===== src/rtl/video_timing_pkg.sv =====
// -----------------------------------------------------------------------------
// video_timing_pkg
// Shared types and helpers for the raster timing generator.
//   state_t   : run/stop controller states (IDLE, RUN, DRAIN)
//   H_TOT     : total pixels per line for the default 1080p60 timing
//   V_TOT     : total lines per frame for the default 1080p60 timing
//   cnt_width : bit width needed for a counter spanning 0..total-1
// -----------------------------------------------------------------------------
package video_timing_pkg;

  typedef enum logic [1:0] {
    IDLE  = 2'd0,
    RUN   = 2'd1,
    DRAIN = 2'd2
  } state_t;

  localparam int H_TOT = 1920 + 88 + 44 + 148;
  localparam int V_TOT = 1080 + 4 + 5 + 36;

  // A counter always needs at least one bit, even for a degenerate total of 1.
  function automatic int cnt_width(input int total);
    return (total > 1) ? $clog2(total) : 1;
  endfunction

endpackage


===== src/rtl/timing_axis_cnt.sv =====
// -----------------------------------------------------------------------------
// timing_axis_cnt
// Wrap-around counter for one raster axis (0..MAX, then back to 0).
//   in_pclk : pixel clock
//   in_rst  : synchronous active-high reset
//   clr     : synchronous clear to 0 (dominates en)
//   en      : advance by one (or wrap) this cycle
//   cnt     : current count
//   tc      : terminal count, high while cnt == MAX
// -----------------------------------------------------------------------------
module timing_axis_cnt #(
  parameter int WIDTH = 4,
  parameter int MAX   = 15
) (
  input  logic             in_pclk,
  input  logic             in_rst,
  input  logic             clr,
  input  logic             en,
  output logic [WIDTH-1:0] cnt,
  output logic             tc
);

  localparam logic [WIDTH-1:0] MAX_V = WIDTH'(MAX);

  assign tc = (cnt == MAX_V);

  // NOTE: sequential state uses non-blocking assignments so every register
  // samples the pre-edge values, independent of statement order.
  always_ff @(posedge in_pclk) begin
    if (in_rst || clr) begin
      cnt <= '0;
    end else if (en) begin
      cnt <= tc ? '0 : cnt + WIDTH'(1);
    end
  end

endmodule


===== src/rtl/video_timing_gen.sv =====
// -----------------------------------------------------------------------------
// video_timing_gen
// Raster timing generator feeding the test-pattern / datapack stage. Each
// clock carries PACK_NUM pixels. A run/stop controller only starts and stops
// on frame boundaries so downstream never sees a partial frame.
//   in_pclk         : pixel clock (only clock)
//   in_rst          : synchronous active-high reset
//   in_run          : level request to generate frames
//   out_x / out_y   : first pixel index of the pack / active line (0 if blank)
//   out_valid/out_de: pack carries active pixels
//   out_hs / out_vs : syncs, polarity set by HS_POL / VS_POL
//   out_frame_start : one-cycle pulse with the pack at (0,0)
//   out_frame_cnt   : completed frames, wraps 255 -> 0
// All outputs are registered one cycle after the counter state they decode.
// -----------------------------------------------------------------------------
module video_timing_gen
  import video_timing_pkg::*;
#(
  parameter int FIFO_WIDTH   = 11,
  parameter int PACK_NUM     = 2,
  parameter int H_ActivePix  = 1920,
  parameter int H_FrontPorch = 88,
  parameter int H_SyncPulse  = 44,
  parameter int H_BackPorch  = 148,
  parameter int V_ActivePix  = 1080,
  parameter int V_FrontPorch = 4,
  parameter int V_SyncPulse  = 5,
  parameter int V_BackPorch  = 36,
  parameter bit HS_POL       = 1'b1,
  parameter bit VS_POL       = 1'b1
) (
  input  logic                  in_pclk,
  input  logic                  in_rst,
  input  logic                  in_run,
  output logic [FIFO_WIDTH-1:0] out_x,
  output logic [FIFO_WIDTH-1:0] out_y,
  output logic                  out_valid,
  output logic                  out_de,
  output logic                  out_hs,
  output logic                  out_vs,
  output logic                  out_frame_start,
  output logic [7:0]            out_frame_cnt
);

  // ---------------------------------------------------------------------------
  // Derived geometry (horizontal values in packs, vertical in lines)
  // ---------------------------------------------------------------------------
  localparam int H_TOTAL_PK = (H_ActivePix + H_FrontPorch + H_SyncPulse + H_BackPorch) / PACK_NUM;
  localparam int V_TOTAL    = V_ActivePix + V_FrontPorch + V_SyncPulse + V_BackPorch;
  localparam int H_W        = cnt_width(H_TOTAL_PK);
  localparam int V_W        = cnt_width(V_TOTAL);

  // Region bounds are one bit wider than the counters: an end bound may equal
  // the axis total when the following porch is zero.
  localparam logic [H_W:0] H_ACT_END  = (H_W+1)'(H_ActivePix / PACK_NUM);
  localparam logic [H_W:0] H_SYNC_BEG = (H_W+1)'((H_ActivePix + H_FrontPorch) / PACK_NUM);
  localparam logic [H_W:0] H_SYNC_END = (H_W+1)'((H_ActivePix + H_FrontPorch + H_SyncPulse) / PACK_NUM);
  localparam logic [V_W:0] V_ACT_END  = (V_W+1)'(V_ActivePix);
  localparam logic [V_W:0] V_SYNC_BEG = (V_W+1)'(V_ActivePix + V_FrontPorch);
  localparam logic [V_W:0] V_SYNC_END = (V_W+1)'(V_ActivePix + V_FrontPorch + V_SyncPulse);

  // ---------------------------------------------------------------------------
  // Elaboration-time parameter checks
  // ---------------------------------------------------------------------------
  if ((H_ActivePix  % PACK_NUM) != 0 || (H_FrontPorch % PACK_NUM) != 0 ||
      (H_SyncPulse  % PACK_NUM) != 0 || (H_BackPorch  % PACK_NUM) != 0) begin : g_bad_pack
    $error("video_timing_gen: horizontal timing not divisible by PACK_NUM");
  end

  if (H_ActivePix >= (1 << FIFO_WIDTH) || V_ActivePix >= (1 << FIFO_WIDTH)) begin : g_bad_width
    $error("video_timing_gen: active size does not fit in FIFO_WIDTH");
  end

  // ---------------------------------------------------------------------------
  // Run request register and run/stop controller
  // ---------------------------------------------------------------------------
  state_t         state;
  state_t         state_nxt;
  logic           run_q;
  logic           cnt_en;
  logic           cnt_clr;
  logic           frame_end;
  logic [H_W-1:0] h_cnt;
  logic [V_W-1:0] v_cnt;
  logic           h_tc;
  logic           v_tc;
  logic           v_en;

  always_ff @(posedge in_pclk) begin
    if (in_rst) begin
      run_q <= 1'b0;
      state <= IDLE;
    end else begin
      run_q <= in_run;
      state <= state_nxt;
    end
  end

  assign cnt_en    = (state != IDLE);
  assign cnt_clr   = (state == IDLE);
  assign frame_end = cnt_en && h_tc && v_tc;
  assign v_en      = cnt_en && h_tc;

  // NOTE: every signal written here gets a default first, so no path through
  // the case leaves it unassigned and no latch is inferred.
  always_comb begin
    state_nxt = state;
    case (state)
      IDLE: begin
        if (run_q) state_nxt = RUN;
      end
      RUN: begin
        // A stop request landing on the last pack of a frame ends right there
        // rather than draining an entire extra frame.
        if (!run_q) state_nxt = frame_end ? IDLE : DRAIN;
      end
      DRAIN: begin
        if (run_q)          state_nxt = RUN;
        else if (frame_end) state_nxt = IDLE;
      end
      default: state_nxt = IDLE;
    endcase
  end

  // ---------------------------------------------------------------------------
  // Raster counters: h wraps once per line, v advances on each h wrap
  // ---------------------------------------------------------------------------
  timing_axis_cnt #(
    .WIDTH (H_W),
    .MAX   (H_TOTAL_PK - 1)
  ) u_h_cnt (
    .in_pclk (in_pclk),
    .in_rst  (in_rst),
    .clr     (cnt_clr),
    .en      (cnt_en),
    .cnt     (h_cnt),
    .tc      (h_tc)
  );

  timing_axis_cnt #(
    .WIDTH (V_W),
    .MAX   (V_TOTAL - 1)
  ) u_v_cnt (
    .in_pclk (in_pclk),
    .in_rst  (in_rst),
    .clr     (cnt_clr),
    .en      (v_en),
    .cnt     (v_cnt),
    .tc      (v_tc)
  );

  // ---------------------------------------------------------------------------
  // Region decode. Everything is gated by cnt_en so IDLE stays quiet. vs only
  // depends on v, which only moves on an h wrap, so vs edges land at h = 0.
  // ---------------------------------------------------------------------------
  logic active;
  logic hs_on;
  logic vs_on;
  logic at_origin;

  always_comb begin
    active    = 1'b0;
    hs_on     = 1'b0;
    vs_on     = 1'b0;
    at_origin = 1'b0;
    if (cnt_en) begin
      active    = ({1'b0, h_cnt} < H_ACT_END) && ({1'b0, v_cnt} < V_ACT_END);
      hs_on     = ({1'b0, h_cnt} >= H_SYNC_BEG) && ({1'b0, h_cnt} < H_SYNC_END);
      vs_on     = ({1'b0, v_cnt} >= V_SYNC_BEG) && ({1'b0, v_cnt} < V_SYNC_END);
      at_origin = (h_cnt == '0) && (v_cnt == '0);
    end
  end

  // ---------------------------------------------------------------------------
  // Output registers
  // ---------------------------------------------------------------------------
  always_ff @(posedge in_pclk) begin
    if (in_rst) begin
      out_x           <= '0;
      out_y           <= '0;
      out_valid       <= 1'b0;
      out_hs          <= ~HS_POL;
      out_vs          <= ~VS_POL;
      out_frame_start <= 1'b0;
      out_frame_cnt   <= '0;
    end else begin
      out_x           <= active ? FIFO_WIDTH'(h_cnt) * FIFO_WIDTH'(PACK_NUM) : '0;
      out_y           <= active ? FIFO_WIDTH'(v_cnt) : '0;
      out_valid       <= active;
      out_hs          <= hs_on ? HS_POL : ~HS_POL;
      out_vs          <= vs_on ? VS_POL : ~VS_POL;
      out_frame_start <= active && at_origin;
      if (frame_end) out_frame_cnt <= out_frame_cnt + 8'd1;
    end
  end

  assign out_de = out_valid;

endmodule


===== config.mk =====
export PLATFORM = sky130hd
export DESIGN_NAME = video_timing_gen
export DESIGN_NICKNAME = d
export VERILOG_FILES = /design/src/rtl/video_timing_pkg.sv /design/src/rtl/timing_axis_cnt.sv /design/src/rtl/video_timing_gen.sv
export SDC_FILE = /design/constraint.sdc
export NUM_CORES = 1
export LEC_CHECK = 0
export CAP_MARGIN = 10
export CORE_ASPECT_RATIO = 0.9
export CORE_UTILIZATION = 57
export CTS_CLUSTER_DIAMETER = 120
export DETAILED_ROUTE_END_ITERATION = 10
export GPL_TIMING_DRIVEN = 0
export MAX_ROUTING_LAYER = met4
export PLACE_DENSITY = 0.8
export SLEW_MARGIN = 40
export SYNTH_ARGS = -nofsm -noshare
export SYNTH_HDL_FRONTEND = slang
export SYNTH_SLANG_ARGS = --single-unit

===== constraint.sdc =====
create_clock -name in_pclk -period 3.7 [get_ports in_pclk]
set_input_delay 0.555 -clock in_pclk [delete_from_list [all_inputs] [get_ports in_pclk]]
set_output_delay 0.555 -clock in_pclk [all_outputs]
set_load 0.01 [all_outputs]

=== After elaboration in Yosys (flattened, before gate mapping) ===
Cells that the tools add are included.

* Register bits after elaboration: 59
* Bits in latches: 0
* Bits in writable memories: 0
* Memory bits (read-only): 0
* Input port bits: 3
* Output and inout bits: 35
* Memories: 0

* Add/subtract/negate cells: 3
* Multipliers: 0
* Div/mod/pow operators: 0
* Order comparisons: 6
* Equality and inequality tests: 7
* Shifts and indexed selects: 0
* Multiplexer cells: 14
* Bitwise logic cells: 1
* Reduce and logical (&&, ||, !) cells: 14

{| class="wikitable"
|+ Operators by type and width
! cell !! number
|-
| 11-bit less-than comparator, second input constant || 3
|-
| 11-bit by 1-bit adder with 11-bit output, second input constant || 2
|-
| 11-bit equality test, second input constant || 2
|-
| 11-bit logical NOT || 2
|-
| 11-bit two-way mux || 2
|-
| 11-bit by 10-bit greater-or-equal comparator with 1-bit output, second input constant || 1
|-
| 11-bit greater-or-equal comparator, second input constant || 1
|-
| 11-bit by 10-bit less-than comparator with 1-bit output, second input constant || 1
|-
| 2-bit two-way mux || 5
|-
| 8-bit by 1-bit adder with 8-bit output, second input constant || 1
|-
| 1-bit logical AND || 7
|-
| 1-bit two-way mux || 6
|-
| 2-bit one-hot mux with 3 select lines || 1
|-
| 2-bit != test, second input constant || 2
|-
| 3-bit != test, second input constant || 1
|-
| 3-bit AND reduction || 1
|-
| 2-bit by 1-bit equality test with 1-bit output, second input constant || 1
|-
| 2-bit equality test, second input constant || 1
|-
| 2-bit logical NOT || 1
|-
| 2-bit nonzero test || 1
|-
| 2-bit OR reduction || 1
|-
| 1-bit logical OR || 1
|-
| 1-bit NOT || 1
|}

=== Logic depth before layout (Yosys ltp) ===
* Depth after elaboration: 6
* Mapped depth: 8
* Gate-level depth less buffers: 6

=== Cells and area by module ===
Synthesis repeated with hierarchy kept, for this count alone.

* Cells, all modules: 239
* Area total of the unflattened synthesis: 2376.0 µm²

{| class="wikitable"
|+ By module, submodules not included
! module !! instances !! cells an instance !! area an instance (µm²) !! seq. area each (µm²)
|-
| video_timing_gen || 1 || 120 || 1262.5 || 720.7
|-
| timing_axis_cnt at u_h_cnt || 1 || 59 || 580.6 || 220.2
|-
| timing_axis_cnt at u_v_cnt || 1 || 60 || 533.0 || 220.2
|}

=== Worst setup path before layout ===
No wires, ideal clock.

* Path kind: register to register
* Start: register u_v_cnt.cnt[7]
* End: register out_frame_cnt[7]
* Data arrival time: 2.235 ns
* Slack: 1.343 ns
* Cell stages (with the launch flop): 6
* Cell sequence: dfxtp_1 -> or4b_4 -> or3_1 -> buf_6 -> or4_4 -> mux2_4

* Longest elaborated chain between the ends: 2

{| class="wikitable"
|+ RTL lines
! what !! RTL line !! source
|-
| start: declaration || timing_axis_cnt.sv:19 || <nowiki>output logic [WIDTH-1:0] cnt,</nowiki>
|-
| start signal: assignment || timing_axis_cnt.sv:33 || <nowiki>cnt <= tc ? '0 : cnt + WIDTH'(1);</nowiki>
|-
| 11-bit equality test || timing_axis_cnt.sv:25 || <nowiki>assign tc = (cnt == MAX_V);</nowiki>
|-
| 1-bit logical AND || video_timing_gen.sv:101 || <nowiki>assign frame_end = cnt_en && h_tc && v_tc;</nowiki>
|-
| end signal: assignment || video_timing_gen.sv:193 || <nowiki>if (frame_end) out_frame_cnt <= out_frame_cnt + 8'd1;</nowiki>
|-
| end: declaration || video_timing_gen.sv:42 || <nowiki>output logic [7:0] out_frame_cnt</nowiki>
|}

Every way passes these cells.
A chain may end at the register's enable or synchronous reset.

=== Worst setup path in the final report ===
* Start: register u_h_cnt.cnt[2]
* End: register u_v_cnt.cnt[8]

* Longest elaborated chain between the ends: 2

{| class="wikitable"
|+ RTL lines
! what !! RTL line !! source
|-
| start: declaration || timing_axis_cnt.sv:19 ||
|-
| start signal: assignment || timing_axis_cnt.sv:33 ||
|-
| 11-bit equality test || timing_axis_cnt.sv:25 ||
|-
| 1-bit logical AND || video_timing_gen.sv:102 || <nowiki>assign v_en = cnt_en && h_tc;</nowiki>
|}

Every way passes these cells.

==> qor.yml <==
status: "complete, but fails checks"
violations: "DRC"
critPathKind: "reg2reg"
start_kind: "flip-flop"
synth_top_area_cell: "dfxtp_1"
fp.coreArea_mm2: 0.00407
die_x_um: 70.7
cts_setup_buffers: 0
hpwl_um: 3180
yosysWarnings: 0
syn_area_per_cell_um2: 9.37
die_h_um: 63.8
dieArea_mm2: 0.00451
cts_root_buf: "clkbuf_8"
reg2reg_depth: 7
critical_path_required_ns: 3.91
ys_seq_elements: 58
hold_path_depth: 1
hold_path.startpoint: "run_q"
fmax_mhz: 397
yosysMostFrequentCell: "dfxtp_1"
track_usage: 0.233
rsz0062_at_grt: "false"
wl_um: 4700
grt_pass1_vias: 1633
diodes: 0
postPlaceCellArea_mm2: 0.00284
cts_buffer_depth: 2
first_pass_iters: 7
ant_nets: 0
fin_util: 0.751
grt_use_met3: 0.103
dp_cells: 342
vias: 1974
multiInputGateArea_mm2: 0.00113
fin_skew_ns: 0.00630
p_per_area_mw_per_mm2: 423
ys_top_cells_by_area: "dfxtp_1, and2_1, a21oi_1, nand4_1, o31ai_1"
pin_count: 38
post-place-ws_ns: 1.06
finalCritPeriodShare: 0.680
fin_ws_ns: 1.18
cts_buffers: 9
initial_core_util: 0.594
syn_area_mm2: 0.00242
synth_edf_count: 0
antenna_found_initial: 0
worst_pin_slew_ns: 0.685
hp-class: "reg2reg"
cts-htree-levels: 3
grtUsageMet2: 0.318
final_area_mm2: 0.00306
clkTransAtPathRegs_ns: 0.06
drv_slew: 0
min_period_ns: 2.52
crit_arrival_ns: 2.73
drt_iter0_drc: 136
synth_ff_type: "dfxtp_1"
nets: 313
syn_nets: 266
timing.rr.end: "u_v_cnt.cnt[8]"
clock-sinks: 58
ir_drop_mv: 0.316
setup_violations: 0
synth_cell_types: 46
final.setup.tns_ns: 0
gp_congestion: 0.848
viasPerCell: 5.51
async_flop_share: 0
final_cells: 358
drive_gt1_frac: 0.113
drcViolationCount: 5
wl_per_cell_um: 13.1
synth_top_area_share: 0.480
p_leak_nw: 1.09
reg2reg_from: "u_h_cnt.cnt[2]"
min_to: "state[1]"
synth.top_cells.by_count: "dfxtp_1, and2_1, a21oi_1"
hold_ws_ns: 0.427
synth_seq_area_share: 0.480
busiest_layer: "met2"
max_slew_margin: 0.542
row_count: 22
area_delta_synth_final_pct: 26.5
ctsResizeCount: 0
tritoncts: "yes"
hold_viol_final: 0
grt_pass1_wl_um: 7780
cts_hold_buf: 0
fill_cells: 300
power.total_mw: 1.30
portBuffers: 36
met1_usage: 0.309
netlist_instances: 258
regArea_mm2: 0.00116
grt.overflow.total: 0
r2r_slack_ns: 1.18
crit_fanout: 10
clkLatencyLatePin_ns: 0.34
grt_max_degree: 11
cap_violations: 0
endpoint_kind: "flip-flop"
## cells by family after synthesis
logic type      synth area share
xor+xnor                  0.0362
simple gates               0.289
other cells              0.00155
buf+inv                   0.0517
compound gates             0.110
mux                      0.00621
flops                      0.480
fa+ha+maj                 0.0259
## routing by layer
layer | vias to the layer above | routed length [µm]
met5 | - | 0
met4 | 0 | 59
met3 | 7 | 268
met2 | 62 | 1970
met1 | 884 | 2400
li1 | 1021 | -
## cell type report
class | count | share of cell area
timing repair buffer | 36 | 0.118
tap | 48 | 0.0196
multi-input combinational | 175 | 0.371
clock inverter | 5 | 0.0254
clock buffer | 11 | 0.0462
sequential | 58 | 0.380
buffer | 16 | 0.0299
inverter | 9 | 0.0110
## sequential cells by signal (all words and copies together), names as in the netlist
signal	cells
out_frame_cnt	8
out_de	1
out_frame_start	1
out_vs	1
u_h_cnt.cnt	11
run_q	1
out_hs	1
u_v_cnt.cnt	11
state	2
out_x	10
out_y	11
## worst max-delay path, cell delays in order (launching register included)
cell and delay [ns]:
dfxtp_1 0.29, clkbuf_1 0.18, nor4_2 0.55, nand4_1 0.39
clkbuf_1 0.31, clkbuf_1 0.29, o31ai_1 0.29, a21oi_1 0.09
## power breakdown
part / switching (mW) / internal, mW
Clock: 0.245 / 0.395
Combinational: 0.0143 / 0.0111
Sequential: 0.00218 / 0.628
Total: 0.261 / 1.03
## how the worst max path moves through the flow
| stage | cells past startpoint | startpoint | slack [ns] | endpoint |
|---|---|---|---|---|
| after floorplan | 5 | u_v_cnt.cnt[7] | 1.34 | out_frame_cnt[7] |
| after global placement | 5 | in_rst | 1.14 | out_y[7] |
| after detailed placement | 5 | in_rst | 1.06 | out_y[7] |
| after CTS | 7 | u_h_cnt.cnt[2] | 1.22 | u_v_cnt.cnt[8] |
| after global routing | 7 | u_h_cnt.cnt[2] | 0.99 | out_frame_cnt[2] |
| final | 7 | u_h_cnt.cnt[2] | 1.18 | u_v_cnt.cnt[8] |
## cell usage in the layout (no fill, tap or decap), types with 3 or more instances in the layout
| cell | count |
|---|---|
| a21oi_1 | 18 |
| and2_1 | 25 |
| and4_1 | 4 |
| buf_4 | 4 |
| clkbuf_1 | 10 |
| clkbuf_8 | 10 |
| clkdlybuf4s50_1 | 36 |
| dfxtp_1 | 58 |
| ha_1 | 5 |
| inv_1 | 9 |
| nand2_1 | 11 |
| nand3_1 | 11 |
| nand4_1 | 12 |
| nor2_1 | 16 |
| nor3_1 | 4 |
| nor4_1 | 3 |
| o21ai_0 | 5 |
| o31ai_1 | 10 |
| or3_1 | 3 |
| or4_1 | 9 |
| xor2_1 | 8 |
(Power assumes the default switching activity.)
